$ cat src/rtl/ocm_port_arbiter.sv
// Two-master round-robin arbiter in front of a single-port byte-enabled RAM.
// Read responses are steered back to the issuing port through a latency-matched owner pipeline.
module ocm_port_arbiter #(
    parameter int ADDR_W       = 9,
    parameter int DATA_W       = 64,
    parameter int READ_LATENCY = 1
) (
    input  logic                clk,
    input  logic                reset_n,
    input  logic                freeze,
    input  logic [ADDR_W-1:0]   m0_address,
    input  logic [DATA_W/8-1:0] m0_byteenable,
    input  logic                m0_read,
    input  logic                m0_write,
    input  logic [DATA_W-1:0]   m0_writedata,
    output logic                m0_waitrequest,
    output logic [DATA_W-1:0]   m0_readdata,
    output logic                m0_readdatavalid,
    input  logic [ADDR_W-1:0]   m1_address,
    input  logic [DATA_W/8-1:0] m1_byteenable,
    input  logic                m1_read,
    input  logic                m1_write,
    input  logic [DATA_W-1:0]   m1_writedata,
    output logic                m1_waitrequest,
    output logic [DATA_W-1:0]   m1_readdata,
    output logic                m1_readdatavalid,
    output logic [ADDR_W-1:0]   mem_address,
    output logic [DATA_W/8-1:0] mem_byteenable,
    output logic                mem_chipselect,
    output logic                mem_write,
    output logic [DATA_W-1:0]   mem_writedata,
    output logic                mem_clken,
    input  logic [DATA_W-1:0]   mem_readdata
);
    localparam int BE_W = DATA_W / 8;

    logic [1:0]                   req;
    logic [1:0]                   wr;
    logic [1:0]                   grant;
    logic [1:0][ADDR_W-1:0]       addr_p;
    logic [1:0][BE_W-1:0]         be_p;
    logic [1:0][DATA_W-1:0]       wd_p;

    // last_grant_q: 0 = m0 won last, 1 = m1 won last
    logic last_grant_q, last_grant_d;
    logic [READ_LATENCY-1:0] vld_pipe_q, vld_pipe_d;
    logic [READ_LATENCY-1:0] own_pipe_q, own_pipe_d;

    logic sel;
    logic tail_vld, tail_own;

    assign req    = {m1_read | m1_write, m0_read | m0_write};
    assign wr     = {m1_write, m0_write};
    assign addr_p = {m1_address, m0_address};
    assign be_p   = {m1_byteenable, m0_byteenable};
    assign wd_p   = {m1_writedata, m0_writedata};

    always_comb begin
        grant = 2'b00;
        if (reset_n && !freeze) begin
            if (req == 2'b11) grant = last_grant_q ? 2'b01 : 2'b10;
            else              grant = req;
        end
    end

    assign sel = grant[1];

    always_comb begin
        mem_chipselect = |grant;
        mem_write      = 1'b0;
        mem_address    = '0;
        mem_byteenable = '0;
        mem_writedata  = '0;
        if (|grant) begin
            mem_write     = wr[sel];
            mem_address   = addr_p[sel];
            mem_writedata = wd_p[sel];
            // A read always fetches the whole word; lane selection is the master's business.
            mem_byteenable = wr[sel] ? be_p[sel] : {BE_W{1'b1}};
        end
    end

    // Write wins when a port raises read and write together, so it never enters the read pipe.
    always_comb begin
        last_grant_d = last_grant_q;
        if (grant[1])      last_grant_d = 1'b1;
        else if (grant[0]) last_grant_d = 1'b0;
        vld_pipe_d    = '0;
        own_pipe_d    = '0;
        vld_pipe_d[0] = (|grant) & ~wr[sel];
        own_pipe_d[0] = sel;
        for (int i = 1; i < READ_LATENCY; i++) begin
            vld_pipe_d[i] = vld_pipe_q[i-1];
            own_pipe_d[i] = own_pipe_q[i-1];
        end
    end

    always_ff @(posedge clk or negedge reset_n) begin
        if (!reset_n) begin
            last_grant_q <= 1'b1;
            vld_pipe_q   <= '0;
            own_pipe_q   <= '0;
        end else begin
            last_grant_q <= last_grant_d;
            vld_pipe_q   <= vld_pipe_d;
            own_pipe_q   <= own_pipe_d;
        end
    end

    assign tail_vld = vld_pipe_q[READ_LATENCY-1];
    assign tail_own = own_pipe_q[READ_LATENCY-1];

    assign m0_readdatavalid = tail_vld & ~tail_own;
    assign m1_readdatavalid = tail_vld & tail_own;
    assign m0_readdata      = m0_readdatavalid ? mem_readdata : '0;
    assign m1_readdata      = m1_readdatavalid ? mem_readdata : '0;

    assign m0_waitrequest = ~reset_n | (req[0] & ~grant[0]);
    assign m1_waitrequest = ~reset_n | (req[1] & ~grant[1]);

    assign mem_clken = reset_n;

endmodule

$ cat config.mk
export PLATFORM = sky130hd
export DESIGN_NAME = ocm_port_arbiter
export DESIGN_NICKNAME = d
export VERILOG_FILES = /design/src/rtl/ocm_port_arbiter.sv
export SDC_FILE = /design/constraint.sdc
export NUM_CORES = 1
export LEC_CHECK = 0
export CORE_AREA = 2 2 177 179
export DETAILED_ROUTE_END_ITERATION = 10
export DIE_AREA = 0 0 179 181
export PLACE_DENSITY_LB_ADDON = 0.25
export SLEW_MARGIN = 15
export SYNTH_ARGS = -nofsm -noshare
export SYNTH_HDL_FRONTEND = slang
export SYNTH_SLANG_ARGS = --single-unit
$ cat constraint.sdc
create_clock -name clk -period 1.75 [get_ports clk]
set_input_delay 0.175 -clock clk [delete_from_list [all_inputs] [get_ports clk]]
set_output_delay 0.175 -clock clk [all_outputs]
set_load 0.01 [all_outputs]
Word-level counts from Yosys, hierarchy flattened
Index checks and enable logic that the tools add are counted.
{"block": "totals", "register_bits": 3, "latch_bits": 0, "mem_bits_rw": 0, "romBits": 0, "input_bits": 233, "output_inout_bits": 216, "elab_cells": 43, "mem_count": 0}
{"block": "classes", "addsub": 0, "multipliers": 0, "div_mod_pow": 0, "n_lt_le_gt_ge": 1, "eq_ne": 1, "n_shift": 0, "mux": 20, "n_bitwise": 14, "reduce_logical": 4}
{"op": "64-bit two-way mux", "n": 5}
{"op": "8-bit two-way mux", "n": 4}
{"op": "9-bit two-way mux", "n": 3}
{"op": "2-bit two-way mux", "n": 3}
{"op": "1-bit AND", "n": 5}
{"op": "1-bit two-way mux", "n": 5}
{"op": "1-bit NOT", "n": 5}
{"op": "1-bit bitwise OR", "n": 4}
{"op": "2-bit equality test (second input constant)", "n": 1}
{"op": "1-bit by 2-bit less-than comparator with 1-bit output (second input constant)", "n": 1}
{"op": "2-bit nonzero test", "n": 1}
{"op": "2-bit OR reduction", "n": 1}
{"op": "1-bit logical AND", "n": 1}
{"op": "1-bit zero test", "n": 1}

Depth between registers and ports, before layout
{"block": "logic_depth", "ltp_word": 8, "ltp_mapped": 6, "mapped_depth_nobuf": 4}

Worst setup path after synthesis
No wires, ideal clock.
{"block": "synth_path", "kind": "register -> output", "from": "register last_grant_q", "to": "output port mem_writedata[10]", "t_arrival_ns": 1.241, "required_ns": 1.575, "setup_slack_ns": 0.334, "path_stages_with_launch": 5, "path_buffers": 2, "path_cell_list": "dfstp_2 -> buf_4 -> clkbuf_1 -> o2111ai_1 -> o21ai_0"}
{"block": "synth_via", "elab_chain_cells": 6, "elab_cells_between_ends": 7, "classes_between": "6 x mux; 1 x reduce/logical"}
{"element": "from (decl)", "line": "45", "source": "logic last_grant_q, last_grant_d;"}
{"element": "from (signal assigned)", "line": "104", "source": "last_grant_q <= last_grant_d;"}
{"element": "2-bit two-way mux * (2 in series)", "line": "61", "source": "if (req == 2'b11) grant = last_grant_q ? 2'b01 : 2'b10;"}
{"element": "2-bit two-way mux *", "line": "60", "source": "if (reset_n && !freeze) begin"}
{"element": "64-bit two-way mux (implied by the code) (2 in series)", "line": "77", "source": "mem_writedata = wd_p[sel];"}
{"element": "64-bit two-way mux *", "line": "74", "source": "if (|grant) begin"}
{"element": "to (decl)", "line": "31", "source": "output logic [DATA_W-1:0] mem_writedata,"}
Every way passes the cells marked *; elsewhere a longest branch is shown, timed or not. The select of a mux whose other input is x is not followed.

Worst setup path after layout
{"block": "layout_path", "from": "register last_grant_q", "to": "output port mem_byteenable[1]"}
{"block": "layout_via", "elab_chain_cells": 7, "elab_cells_between_ends": 10, "classes_between": "9 x mux; 1 x reduce/logical"}
{"element": "2-bit two-way mux * (2 in series)", "line": "61"}
{"element": "2-bit two-way mux *", "line": "60"}
{"element": "8-bit two-way mux (implied by the code) / 1-bit two-way mux (equally long branches) (2 in series)", "line": "79", "source": "mem_byteenable = wr[sel] ? be_p[sel] : {BE_W{1'b1}};"}
{"element": "8-bit two-way mux", "line": "79"}
{"element": "8-bit two-way mux *", "line": "74"}
{"element": "to (decl)", "line": "28", "source": "output logic [DATA_W/8-1:0] mem_byteenable,"}
Marked as above.

==> results.yml <==
status:
  status: "finished, violations left"
  violated_checks: "negative setup slack"
global_route:
  track_usage: 0.140
  largest_net_degree_at_the_start_of_global_routing: 66
  grt_first_pass_wirelength_um: 33700
  grt_overflow: 0
  antenna_found_initial: 7
  vias_in_the_first_global_route: 5444
logic_synthesis:
  synth_largest_type_area_fraction: 0.225
  synth_cells: 462
  ys_types: 28
  syn-cell-area_mm2: 0.00284
  synth-main-ff-cell: "sky130_fd_sc_hd__dfrtp_1"
  yosys_warnings: 0
  ys_async_sr_fraction: 1.00
  synth.yosys.seq_area_share: 0.0269
  synth_enable_flop_cells: 0
  syn_avg_cell_area_um2: 6.15
  ys_seq_elements: 3
  mappedNetlistNets: 695
  synth.top_cells.by_area: "sky130_fd_sc_hd__o2111ai_1 (23%), sky130_fd_sc_hd__and2_1 (14%), sky130_fd_sc_hd__and3_1 (14%)"
  synth_largest_area_cell: "sky130_fd_sc_hd__o2111ai_1"
  yosys.cell_count.top_type: "sky130_fd_sc_hd__inv_1"
  synth_commonest_cells: "sky130_fd_sc_hd__inv_1 (84), sky130_fd_sc_hd__o2111ai_1 (73), sky130_fd_sc_hd__and2_1 (65), sky130_fd_sc_hd__and3_1 (65), sky130_fd_sc_hd__o21ai_1 (51)"
sta:
  finalWorstPathRequiredPeriod_ps: 1840
  timing.clock.skew_ps: 1.20
  rsz0062_at_grt: "yes"
  finalSetupViolations: 49
  clock.fmax_mhz: 544
  hold_violation_count_in_the_final_report: 0
  maxSlewHeadroom: 0.828
  fin_ws_ps: -87.8
  final_min_period_over_clock_period: 1.05
  worst_slew_pin_slew_ps: 255
  slew_viol_final: 0
detailed_routing:
  vias: 5412
  drcViolationCount: 0
  drt-total-wl_um: 26200
  drt_pass1_iterations: 4
  dr.first_iter.drc_count: 170
  drt-wirelength-per-cell_um: 19.5
  vias_per_cell: 4.03
  ant_nets: 0
floorplan:
  row_count: 64
  die_w_um: 179
  starting_density_of_the_core: 0.0936
  io_pins: 449
  die-height_um: 181
  design.die.area_mm2: 0.0324
  core_area_mm2: 0.0303
layout:
  finish.cell_count_without_fillers: 1342
  design.final.nets: 1177
  proportion_of_layout_cells_with_a_drive_suffix_above_1: 0.247
  multi_input_area_mm2: 0.00232
  finalInstanceArea_mm2: 0.00883
  area_delta_synth_final_pct: 211
  layout.filler_cells: 3366
  area_taken_by_flip_flops_and_latches_um2: 76.3
placed_design:
  dp_hpwl_um: 20200
  place_congestion: 0.809
  post_placement_cell_count: 1303
  detailed_place.area_mm2: 0.00822
  post-place-ws_ps: -690
  number_of_input_and_output_port_buffers_inserted: 448
pwr:
  totalPowerFinal_mw: 2.56
  p_sw_frac: 0.392
  power_density_relative_to_cell_area_mw_per_mm2: 290
  clock_power_share: 0.141
  ir_drop_mv: 0.204
  net-switching-power_mw: 1.00
  gate_power_share: 0.822
  p_leak_nw: 5.49
  sequentialPowerShare: 0.037
  intPower_mw: 1.56
worst_hold_path:
  worstHoldPathType: "in -> async"
clock_tree:
  clkLatencyLatePin_ps: 220
  htree_num_levels: 1
  cts_hold_repair.buffers: 0
  cts_tree: "yes"
  clk_pin_slew_ps: 30
  cts_root_buffer: "sky130_fd_sc_hd__clkbuf_16"
  tritoncts_sink_count: 3
  cts_made_buffers: 3
  cts_max_path_buffers: 2
setup_path:
  timing.critical_path.required_ps: 1570
  crit_family: "flip-flops"
  cp.arrival_ps: 1660
  critical_path.endpoint_type: "output pin"
  worst_path_largest_cell_delay_ps: 600
  timing.critical_path.cells: "o21a_1, buf_12, nor4b_2, a311oi_1, buf_2"
  crit_fanout: 8
  worst_path_max_delay_cell: "sky130_fd_sc_hd__dfstp_2"
  crit_type: "reg -> out"
  crit_buf_inv: 2
  critical_path.startpoint_type: "register"
flow_run:
  max_cap_violations: 0
worst paths after layout:
| kind | startpoint | endpoint | slack (ps) | cells past startpoint |
|---|---|---|---|---|
| min in group clk | m0_write | tail_vld$_DFF_PN0_ | 520 | 3 |
| max in group asynchronous | reset_n | last_grant_q$_DFFE_PN1P_ | 1520 | 2 |
| max | last_grant_q$_DFFE_PN1P_ | mem_byteenable[1] | -90 | 5 |
| max reg2reg | last_grant_q$_DFFE_PN1P_ | own_pipe_q$_DFF_PN0_ | 280 | 7 |
| min reg2reg | last_grant_q$_DFFE_PN1P_ | last_grant_q$_DFFE_PN1P_ | 810 | 4 |
| min | reset_n | own_pipe_q$_DFF_PN0_ | 40 | 2 |
state kept, by name, indices dropped and copies added (netlist names):
name,cells
last_grant_q,1
own_pipe_q,1
tail_vld,1
layout make-up:
class | count | share of cell area
inverter | 84 | 0.0357
tap | 396 | 0.0561
multi-input combinational | 309 | 0.263
sequential | 3 | 0.00864
antenna | 3 | 0.000850
timing repair buffer | 543 | 0.627
clock buffer | 4 | 0.00892
cell usage in the layout (no fill, tap or decap), drive strengths merged, types with 3 or more instances in the layout:
cell	n
and3	65
o2111ai	73
dlygate4sd2	62
o21ai	78
and2	65
buf	161
clkdlybuf4s50	227
nor4b	8
inv	84
a311oi	8
dlymetal6s2s	74
clkbuf	21
diode	3
cells by family after synthesis:
| logic type | share of synthesized area |
|---|---|
| AOI/OAI and AO/OA | 0.403 |
| buffers and inverters | 0.237 |
| DFF | 0.0269 |
| and+or+nand+nor | 0.333 |
worst register-to-register path, stage by stage, from the launching register on:
cell and delay, ps:
sky130_fd_sc_hd__dfstp_2 600, sky130_fd_sc_hd__o21ai_4 100, sky130_fd_sc_hd__nand3_4 130, sky130_fd_sc_hd__buf_8 160, sky130_fd_sc_hd__buf_6 110, sky130_fd_sc_hd__inv_2 30
sky130_fd_sc_hd__buf_4 110, sky130_fd_sc_hd__buf_4 110
repair_timing:
item / 4_1_cts / 5_1_grt
endpoints found under the hold margin: 0 / 0
gates cloned: 2 / 10
endpoints found under the setup margin: 215 / 158
resized for setup: 350 / 230
pin swaps: 2 / 6
setup buffers: 7 / 15
metal layers:
metal / GRT usage / wire length (um) / vias to the layer above
li1: - / - / 2624
met1: 0.143 / 9330 / 2452
met2: 0.275 / 13900 / 302
met3: 0.0309 / 2150 / 34
met4: 0.0420 / 799 / 0
met5: 0 / 0 / -
power by group through the flow:
| stage | Sequential (mW) | Combinational, mW | Clock (mW) |
|---|---|---|---|
| 2_1_floorplan | 0.0862 | 0.596 | 0 |
| 3_3_place_gp | 0.0962 | 1.89 | 0 |
| 5_1_grt | 0.0956 | 2.25 | 0.381 |
| 6_report | 0.0940 | 2.11 | 0.362 |
| 3_5_place_dp | 0.0953 | 1.89 | 0 |
| 4_1_cts | 0.0918 | 1.87 | 0.367 |
per-stage QoR:
step / utilization / hold WS [ps] / TNS, ps
finish: 0.291 / 36.5 / -1650
global route: 0.291 / 71.2 / -6410
CTS: 0.274 / 65.1 / -13100
detailed placement: 0.271 / 568 / -52910
global placement: 0.271 / 576 / -53640
floorplan: - / -121 / 0
Power figures use the tool's default switching activity.
